### src/rtl/core_run_ctrl.sv
// -----------------------------------------------------------------------------
// core_run_ctrl
//
// Sequences execution of the RV32I core on the FPGA board.  Produces a
// registered, single-cycle clock enable (core_en) that gates every
// architectural state update in the core (PC, register file, writeback).
//
// Modes:
//   - free-run at a prescaled rate while run_sw is high,
//   - single-step: one instruction per accepted (debounced) step_btn press,
//   - halt on a PC breakpoint while running.
//
// Ports:
//   clk          system clock, all flops on posedge
//   n_rst        asynchronous active-low reset
//   run_sw       async level switch: 1 = run, 0 = halt
//   step_btn     async bouncy push button; each accepted press = one step
//   bp_en        breakpoint enable (quasi-static)
//   bp_addr      breakpoint PC (quasi-static)
//   PC           current core PC (PC_Next), compared before issuing a pulse
//   core_en      1-cycle enable: the core executes one instruction this cycle
//   halted       1 while the controller sits in HALT
//   bp_hit       sticky breakpoint flag, cleared by the next core_en
//   instr_count  number of core_en pulses since reset, wraps modulo 2^CNT_W
//
// Parameters:
//   CLK_DIV      clk cycles between core_en pulses in RUN (>=1)
//   DEB_CYCLES   cycles step_btn must be stable before its level is accepted (>=1)
//   CNT_W        width of instr_count
// -----------------------------------------------------------------------------
module core_run_ctrl #(
  parameter int unsigned CLK_DIV    = 50_000_000,
  parameter int unsigned DEB_CYCLES = 1_000_000,
  parameter int unsigned CNT_W      = 32
) (
  input  logic             clk,
  input  logic             n_rst,
  input  logic             run_sw,
  input  logic             step_btn,
  input  logic             bp_en,
  input  logic [31:0]      bp_addr,
  input  logic [31:0]      PC,
  output logic             core_en,
  output logic             halted,
  output logic             bp_hit,
  output logic [CNT_W-1:0] instr_count
);

  // Counter widths; a divider/debounce of 1 still needs a 1-bit counter.
  localparam int unsigned PW = (CLK_DIV    > 1) ? $clog2(CLK_DIV)    : 1;
  localparam int unsigned DW = (DEB_CYCLES > 1) ? $clog2(DEB_CYCLES) : 1;

  localparam logic [PW-1:0] PRESC_LAST = PW'(CLK_DIV - 1);
  localparam logic [DW-1:0] DEB_LAST   = DW'(DEB_CYCLES - 1);

  typedef enum logic [1:0] {
    HALT = 2'd0,
    RUN  = 2'd1,
    STEP = 2'd2
  } state_t;

  state_t          state;
  state_t          state_next;

  logic            run_meta;
  logic            run_s;
  logic            btn_meta;
  logic            btn_s;

  logic            btn_db;
  logic            btn_db_q;
  logic [DW-1:0]   deb_cnt;
  logic            step_req;

  logic [PW-1:0]   presc;
  logic [PW-1:0]   presc_next;
  logic            tick;

  logic            skip_bp;
  logic            skip_next;
  logic            bp_next;
  logic            en_next;
  logic            bp_match;

  // ---------------------------------------------------------------------------
  // Input synchronizers (2 flops each)
  // ---------------------------------------------------------------------------
  always_ff @(posedge clk or negedge n_rst) begin
    if (!n_rst) begin
      run_meta <= 1'b0;
      run_s    <= 1'b0;
      btn_meta <= 1'b0;
      btn_s    <= 1'b0;
    end else begin
      run_meta <= run_sw;
      run_s    <= run_meta;
      btn_meta <= step_btn;
      btn_s    <= btn_meta;
    end
  end

  // ---------------------------------------------------------------------------
  // Button debounce: the new level is accepted only after btn_s has differed
  // from the accepted level for DEB_CYCLES consecutive cycles.
  // ---------------------------------------------------------------------------
  always_ff @(posedge clk or negedge n_rst) begin
    if (!n_rst) begin
      btn_db   <= 1'b0;
      btn_db_q <= 1'b0;
      deb_cnt  <= '0;
    end else begin
      btn_db_q <= btn_db;
      if (btn_s != btn_db) begin
        if (deb_cnt == DEB_LAST) begin
          btn_db  <= btn_s;
          deb_cnt <= '0;
        end else begin
          deb_cnt <= deb_cnt + DW'(1);
        end
      end else begin
        deb_cnt <= '0;
      end
    end
  end

  // One-cycle strobe on each accepted press (rising edge of btn_db).
  assign step_req = btn_db & ~btn_db_q;

  // ---------------------------------------------------------------------------
  // Prescaler tick and breakpoint compare
  // ---------------------------------------------------------------------------
  assign tick     = (state == RUN) && (presc == PRESC_LAST);
  assign bp_match = bp_en && (PC == bp_addr);

  // ---------------------------------------------------------------------------
  // State register and registered outputs
  // ---------------------------------------------------------------------------
  always_ff @(posedge clk or negedge n_rst) begin
    if (!n_rst) begin
      state   <= HALT;
      presc   <= '0;
      core_en <= 1'b0;
      skip_bp <= 1'b0;
      bp_hit  <= 1'b0;
    end else begin
      state   <= state_next;
      presc   <= presc_next;
      core_en <= en_next;
      skip_bp <= skip_next;
      bp_hit  <= bp_next;
    end
  end

  always_ff @(posedge clk or negedge n_rst) begin
    if (!n_rst) begin
      instr_count <= '0;
    end else if (core_en) begin
      instr_count <= instr_count + CNT_W'(1);
    end
  end

  assign halted = (state == HALT);

  // ---------------------------------------------------------------------------
  // Next-state / next-output logic
  // ---------------------------------------------------------------------------
  always_comb begin
    state_next = state;
    en_next    = 1'b0;
    skip_next  = skip_bp;
    bp_next    = bp_hit;
    presc_next = '0;

    case (state)
      HALT: begin
        if (run_s) begin
          // Resuming from a breakpoint must not re-hit the same PC.
          state_next = RUN;
          skip_next  = 1'b1;
        end else if (step_req) begin
          state_next = STEP;
        end
      end

      RUN: begin
        if (!run_s) begin
          state_next = HALT;
        end else if (tick) begin
          if (bp_match && !skip_bp) begin
            state_next = HALT;
            bp_next    = 1'b1;
          end else begin
            en_next   = 1'b1;
            skip_next = 1'b0;
          end
        end
      end

      STEP: begin
        en_next    = 1'b1;
        state_next = HALT;
      end

      default: begin
        state_next = HALT;
      end
    endcase

    // A pulse and a fresh hit are mutually exclusive, so clearing here is safe.
    if (en_next) begin
      bp_next = 1'b0;
    end

    // Prescaler only advances while staying in RUN; any exit restarts it.
    if ((state == RUN) && (state_next == RUN)) begin
      presc_next = tick ? '0 : presc + PW'(1);
    end
  end

endmodule

### config.mk
export PLATFORM = sky130hd
export DESIGN_NAME = core_run_ctrl
export DESIGN_NICKNAME = d
export VERILOG_FILES = /design/src/rtl/core_run_ctrl.sv
export SDC_FILE = /design/constraint.sdc
export NUM_CORES = 1
export LEC_CHECK = 0
export CORE_MARGIN = 3
export CORE_UTILIZATION = 55
export DETAILED_ROUTE_END_ITERATION = 10
export GPL_TIMING_DRIVEN = 0
export PLACE_DENSITY = 0.92
export RECOVER_POWER = 100
export SKIP_LAST_GASP = 1
export SYNTH_ARGS = -nofsm -noshare
export SYNTH_HDL_FRONTEND = slang
export SYNTH_SLANG_ARGS = --single-unit
export TNS_END_PERCENT = 1
### constraint.sdc
create_clock -name clk -period 4.5 [get_ports clk]
set_input_delay 0.9 -clock clk [delete_from_list [all_inputs] [get_ports clk]]
set_output_delay 0.9 -clock clk [all_outputs]
set_load 0.02 [all_outputs]
# Word level (Yosys, flattened, before mapping)
# Cells that the tools add are included.
# W data, S select, Z words.
word_totals:
  ff_bits: 89
  inputBits: 69
  output_inout_bits: 35
  wordCells: 67
classes:
  addsub: 3
  n_eq_ne: 11
  n_mux: 24
  bitwise: 2
  reduce_logical: 14
ops:
  columns: ["cell", "n"]
  rows:
  - ["$mux W26", 2]
  - ["$mux W20", 2]
  - ["$add A32 B1 Y32 const B", 1]
  - ["$eq A32 B32 Y1", 1]
  - ["$add A26 B1 Y26 const B", 1]
  - ["$eq A26 B26 Y1 const B", 1]
  - ["$add A20 B1 Y20 const B", 1]
  - ["$eq A20 B20 Y1 const B", 1]
  - ["$mux W1", 12]
  - ["$mux W2", 5]
  - ["$reduce_bool A2 Y1", 5]
  - ["$ne A2 B2 Y1 const B", 3]
  - ["$reduce_and A5 Y1", 1]
  - ["$eq A2 B1 Y1 const B", 2]
  - ["$logic_and A1 B1 Y1", 4]
  - ["$pmux W1 S2", 2]
  - ["$pmux W2 S2", 1]
  - ["$reduce_and A4 Y1", 1]
  - ["$eq A2 B2 Y1 const B", 1]
  - ["$logic_not A2 Y1", 1]
  - ["$ne A2 B1 Y1 const B", 1]
  - ["$reduce_and A2 Y1", 1]
  - ["$and A1 B1 Y1", 1]
  - ["$logic_not A1 Y1", 1]
  - ["other kinds (2)", 2]

# Depth between registers and ports, before layout
# Gate-level depths: netlist (run 1).
logic_depth:
  ltp_word: 10
  ltp_mapped: 8
  mapped_depth_nobuf: 7

# Worst setup path after synthesis (run 1)
# Ideal clock, no wire load.
synth_path:
  kind: "input-to-reg"
  from: "in bp_addr[3]"
  to: "reg bp_hit"
  setup_ns: 0.064
  t_arrival_ns: 2.329
  required_time_ns: 4.436
  slack_ns: 2.107
  cell_stages: 6
  path_buffers: 0
  cell_sequence: "xor2_1 > nor4_1 > nand3_1 > or4_1 > nor4bb_1 > or3_1"
synth_between:
  elab_chain_len: 9
  word_cells_on_any_way: 13
  cone_classes: "eq/ne: 1; mux: 5; reduce/logical: 7"
synth_rtl:
  columns: ["element", "line", "rtl"]
  rows:
  - ["from (decl)", "41", "input logic [31:0] bp_addr,"]
  - ["$eq A32 B32 Y1 *", "133", "assign bp_match = bp_en && (PC == bp_addr);"]
  - ["$logic_and A1 B1 Y1 *", "133", null]
  - ["$logic_and A1 B1 Y1 *", "189", "if (bp_match && !skip_bp) begin"]
  - ["$mux W1", "189", null]
  - ["$mux W1", "188", "end else if (tick) begin"]
  - ["$mux W1", "186", "if (!run_s) begin"]
  - ["$pmux W1 S2", "174", "case (state)"]
  - ["$reduce_bool A2 Y1 (no line)", null, null]
  - ["$reduce_and A4 Y1 (no line)", null, null]
  - ["to (signal assigned)", "150", "bp_hit <= bp_next;"]
  - ["to (decl)", "45", "output logic bp_hit,"]
# Mark *: on every way between the ends. The rest lies on a longest branch, timed or not.
# A chain may end at the register's enable or synchronous reset.

==> results.md, run 1 <==
- Status: complete, but fails checks
- Failing checks: capacitance limit
- Post-Synthesis Cells: 467
- Cts bufs inserted: 9
- Fin area: 5920 sq um
- CTS tree: built
- # IOs: roughly 100
- # Post-CTS Setup Buffers: 0
- Synth Register Bits: 89
- Setup CP Type: in2async
- Clk_skew: between 0.01 and 0.015 ns
- Routed vias/inst: 5.47
- Worst path bufs/invs: 2
- Syn_nets: between 500 and 600
- Max IR drop VDD: 0.200 mV
- Post-route insts no fill: 689
- Post-route setup slack: 1.50 ns
- CTS resizes: 0
- Gr ovfl total: 0
- Internal: 1.14 mW
- Clk buf depth: 2
- Crit path DAT: 3.23 ns
- Avg Cell Area, Syn: ~9.9 sq um
- Filler cells: 509
- Leakage power: 2.57 nW
- Post-synth top area cell: dfrtp_1
- Overall Global Routing Usage: 22.9%
- Largest family of logic cells by synthesized area: simple AND/OR/NAND/NOR gates
- Clock slew at reported path FFs: 0.10 ns
- Seq/Total Area, Yosys: 48.2%
- Die Y: 97.6 um
- Synth unique cells: 43
- Ranking of synthesized cells by area: dfrtp_1, xor2_1, xnor2_1, nor2_1, nand3_1
- Clock share of power: 32.8%
- Post-synthesis simple-gate area fraction: 27.4%
- Max-slew violations: 0
- # setup viols final: 0
- CTS Hold Buffers Added: 0
- Min Hold Slack: 0.361 ns
- Cell row count: 32
- Cell family with most CP delay: buffers and inverters
- Asr flop ratio synth: 100%
- Die area: 9530 sq um
- Antenna cells: 0
- Worst rel slew slack: 0.0832%
- Final period util: 66.7%
- DRT antenna net count: 0
- Slowest CP cell: clkbuf_2
- Worst-skew pair later-pin latency: ~0.36 ns
- Drt total wl: ~11000 um
- First-pass GRT wire length: 17900 um
- Layout cells sized above 1: 4.43%
- Residual DRC: 0
- Router iterations before antenna repair: 5
- RSZ-0062 raised after global routing: false
- Sequential Power Share: 51.0%
- Syn. warnings: 0
- Compound-cell area share of the yosys netlist: 2.52%
- Most common cell after layout, fill and taps aside: dfrtp_1
- Worst-path cell chain: clkbuf_1 > clkbuf_2
- CTS sink cnt: 89
- Core Region: between 7000 and 8000 sq um
- Max cap viols: 1
- Yosys top cell area share: between 40% and 50%
- Initial Utilization: 58.2%
- Pwr Total: roughly 1.6 mW
- H-Tree Depth: 3
- Vias in the first global route: 3839
- Fin util: roughly 75%
- Adder-Cell Fraction of Synth Area: 1.63%
- Vias: between 3k and 4k
- Slowest stage delay, CP: 1.24 ns
- Min cycle time layout: 3.00 ns
- Final HPWL DP: 8170 um
- Cell Area, Placed: 5800 sq um
- Largest net degree at the start of global routing: 62
- Highest Clock Rate: 333 MHz
- Most frequent cells in the layout: dfrtp_1, nor2_1, clkdlybuf4s50_1
- GP Congestion: 0.846
- Starting DRT DRC Count: 197
- PwrDens: 275 nW/um^2
- Setup crit end kind: asynchronous set/reset pin
- Placed Cells: 673
- Buffers on Ports: between 100 and 150
- P_sw: 487 uW
- Worst-Margin Slew: roughly 1.5 ns
- CP Max Fanout: 61
- Multiplexer share of the synthesized area: less than 1%
- Initial antenna violation count: 0
- Worst EP required: 4.73 ns
- Die span in x: 97.6 um
- Nature of the critical path startpoint: input pin
- Synth Area in XOR/XNOR: approximately 18%
- Post-synth top flop: dfrtp_1
- Layout area overhead: 28.3%
- Switching portion of total power: 29.9%
- DP Worst Slack: 1.40 ns
- Setup TNS: 0 ns
- Final Hold Viols: 0
- Root Buffer: clkbuf_8
- Post-synth EDFFs: 0
- Comb power frac: 16.2%
- WL/cell: 15.6 um
- Hold WC Path Type: reg2reg
- Nets: 657
- Mapped cell area: 4620 sq um
-- registers in the layout, summed over array words and instances (netlist names) --
signal and count:
btn_s 1, deb_cnt 20, state 2, btn_meta 1, bp_hit 1, run_s 1
presc 26, btn_db_q 1, run_meta 1, instr_count 32, btn_db 1, skip_bp 1
core_en 1
-- kinds of logic (layout without fill, tap and decap cells) --
kind of cell | count (synthesis) | in the layout
xor+xnor | 96 | 96
buf+inv | 18 | 138
flops | 89 | 89
simple gates | 240 | 240
mux | 2 | 2
compound gates | 16 | 16
fa+ha+maj | 6 | 6
-- cell usage after synthesis (2+ instances only) --
library cell and n:
o31ai_1 2, inv_1 14, mux2_2 2, xor2_1 50, ha_1 6, nor2_1 70
or2_2 2, and2_1 3, nor2b_1 19, nor4bb_1 2, nand3_1 32, nand4_1 12
and3_2 2, and3_1 10, buf_2 3, or3_1 3, and4_1 3, nor4_1 17
o21ai_0 3, nand2_1 34, a21oi_1 6, dfrtp_1 89, nor3_1 16, nor3_2 2
xnor2_1 46, nand2b_1 2
-- final timing paths --
| check | slack, ns | to | depth (start not counted) | startpoint |
|---|---|---|---|---|
| max in group clk | 1.51 | presc[24] | 7 | PC[3] |
| worst max register to register | 1.79 | presc[23] | 5 | presc[7] |
| worst max-delay path | 1.50 | presc[19] | 2 | n_rst |
| worst min-delay path | 0.36 | btn_s | 0 | btn_meta |
| min in group asynchronous | 0.88 | instr_count[29] | 1 | n_rst |
| worst min register to register | 0.36 | btn_s | 0 | btn_meta |
-- cell type report --
type / count / area (sq um) / area share [%]
multi-input cells: 360 / 2280 / 38.5
flip-flops and latches: 89 / 2230 / 37.6
repair buffers: 104 / 1030 / 17.4
well taps: 102 / 128 / 2.15
clock buffers: 9 / 124 / 2.09
clock inverters: 7 / 65.1 / 1.10
inverters: 14 / 52.6 / 0.887
plain buffers: 4 / 15.0 / 0.253
-- layer usage --
metal,track usage (%),vias up,routed length (um)
met5,0,-,0
met4,6.50,0,129
met3,2.94,16,361
met2,42.0,82,5760
met1,28.2,1845,4480
li1,-,1823,-
-- power by group through the flow --
stage,sequential [mW],clock [mW],combinational [mW]
after floorplan,0.842,0,0.154
after global placement,0.845,0,0.270
after detailed placement,0.847,0,0.284
after CTS,0.831,0.543,0.286
after global routing,0.833,0.583,0.293
final,0.831,0.535,0.265
No activity file was read; power rests on OpenSTA's default activity.
==> run 2: changes to the inputs <==
- CORE_UTILIZATION: 55 -> 46
- PLACE_DENSITY: 0.92 -> 0.83
- clock period: 4.5 -> 2.5 ns (I/O delays scaled with it)
==> run 2 against run 1 <==
Effect of this change:
- the run now ends clean
- count of clock-buffer cells in the layout rose by 1
- global-route usage fell by 5.1 points
- cell count rose by 3.9%
- clock power rose by 64%
- sequential power rose by 81%
- critical path depth rose by 1
- register-to-register slack got worse by 1.6 ns
- largest cell class unchanged
- largest power group unchanged
==> results.md, run 2 (synthesized netlist as in run 1, its figures left out) <==
- Biggest regs: instr_count x32, presc x26, deb_cnt x20
- Max cap viols: 0
- Most frequent cells in the layout: dfrtp_1, nor2_1, clkdlybuf4s50_1
- First-pass GRT wire length: 16700 um
- Gr ovfl total: 0
- Setup CP Type: reg2out
- Setup crit end kind: output port
- Residual DRC: 0
- Hold WC Path Type: in2async
- Vias in the first global route: 3725
- CTS sink cnt: 89
- Cts bufs inserted: 9
- Status: finished clean
- Layout area overhead: 29.2%
- Nature of the critical path startpoint: register
- Crit path DAT: a little under 2 ns
- Min Hold Slack: about 0.32 ns
- Leakage power: 2.57 nW
- Fin util: 62.8%
- Worst rel slew slack: 27.0%
- Cell row count: 35
- GP Congestion: 0.793
- # Post-CTS Setup Buffers: 0
- Capturing point of the worst reg2reg path: presc[16]
- Highest Clock Rate: a little over 400 MHz
- Max IR drop VDD: ~0.31 mV
- Final HPWL DP: 7710 um
- Post-route insts no fill: 716
- R2r setup slk: 0.24 ns
- Router iterations before antenna repair: 5
- Die span in x: about 110 um
- DP Worst Slack: -0.193 ns
- CTS tree: built
- Setup TNS: 0 ns
- Worst-skew pair later-pin latency: about 0.36 ns
- Initial Utilization: 48.6%
- Worst-path cell chain: inv_1 > ha_1 > clkdlybuf4s50_1
- Layout cells sized above 1: under 10%
- Worst path bufs/invs: 2
- H-Tree Depth: 3
- Clk_skew: 0.0105 ns
- Buffers on Ports: between 100 and 150
- Slowest stage delay, CP: 0.67 ns
- Slowest CP cell: clkdlybuf4s50_1
- DRT antenna net count: 0
- # IOs: 104
- PwrDens: slightly below 500 nW/um^2
- R2r worst-path depth: 8
- Max-slew violations: 0
- Final period util: 97.9%
- Routed vias/inst: about 5.2
- Initial antenna violation count: 0
- Worst EP required: 2.00 ns
- WL/cell: 13.9 um
- Die area: 11300 sq um
- Min cycle time layout: approximately 2.4 ns
- Largest Register: instr_count
- Worst-Margin Slew: 1.09 ns
- Vias: 3692
- RSZ-0062 raised after global routing: true
- CP Max Fanout: 7
- Number of flip-flops in the largest register: 32
- Post-route setup slack: 0.0513 ns
- Antenna cells: 0
- R2R Path Start: state[0]
- Starting DRT DRC Count: 137
- Drt total wl: around 10000 um
- Cell family with most CP delay: buffers and inverters
- Clk buf depth: 2
- Core Region: 9500 sq um
- Clock slew at reported path FFs: 0.09 ns
- Most common cell after layout, fill and taps aside: dfrtp_1
- Largest net degree at the start of global routing: 69
- # setup viols final: 0
- Placed Cells: 700
- Final Hold Viols: 0
- Nets: between 600 and 700
- Die Y: approximately 110 um
- Overall Global Routing Usage: 17.8%
- Root Buffer: clkbuf_8
run 2: final cells by class:
| class | instances | area (sq um) |
|---|---|---|
| Buffer | 4 | 17.5 |
| Fill cell | 767 | 3540 |
| Clock buffer | 10 | 128 |
| Multi-Input combinational cell | 360 | 2300 |
| Sequential cell | 89 | 2230 |
| Timing Repair Buffer | 104 | 1030 |
| Clock inverter | 6 | 43.8 |
| Inverter | 14 | 52.6 |
| Tap cell | 129 | 161 |
run 2: timing repair:
item	CTS	global route
resized for setup	0	1
setup endpoints to repair	0	11
hold buffers	0	0
run 2: stage by stage:
step                      area (sq um)  total power [mW]
after global routing              5960              3.00
after floorplan                   4620              1.79
after detailed placement          5830              2.04
final                             5960              2.87
after global placement            5810              2.01
after CTS                         6010              2.91
run 2: worst max path at each step:
stage | start | end | slack [ns] | depth (start not counted)
floorplan | state[0] | presc[15] | 0.45 | 8
global placement | n_rst | presc[21] | -2.16 | 1
detailed placement | bp_addr[3] | bp_hit | -0.19 | 7
CTS | state[0] | halted | 0.08 | 3
global route | state[0] | halted | -0.01 | 3
finish | state[0] | halted | 0.05 | 3
run 2: power by group:
group / total (mW) / leakage [nW] / internal (mW) / switching [mW]
clock network: 0.876 / 0.0866 / 0.365 / 0.511
logic: 0.496 / 1.26 / 0.215 / 0.281
registers: 1.50 / 1.22 / 1.46 / 0.0306
run 2: metal layers:
metal  part of all wire [%]  global-route usage, %  up-vias
met2                     54                   33.2       65
met4                   0.53                   3.79        0
met1                     42                   21.2     1810
met5                      0                      0        -
li1                       -                      -     1813
met3                    3.7                   3.64        4
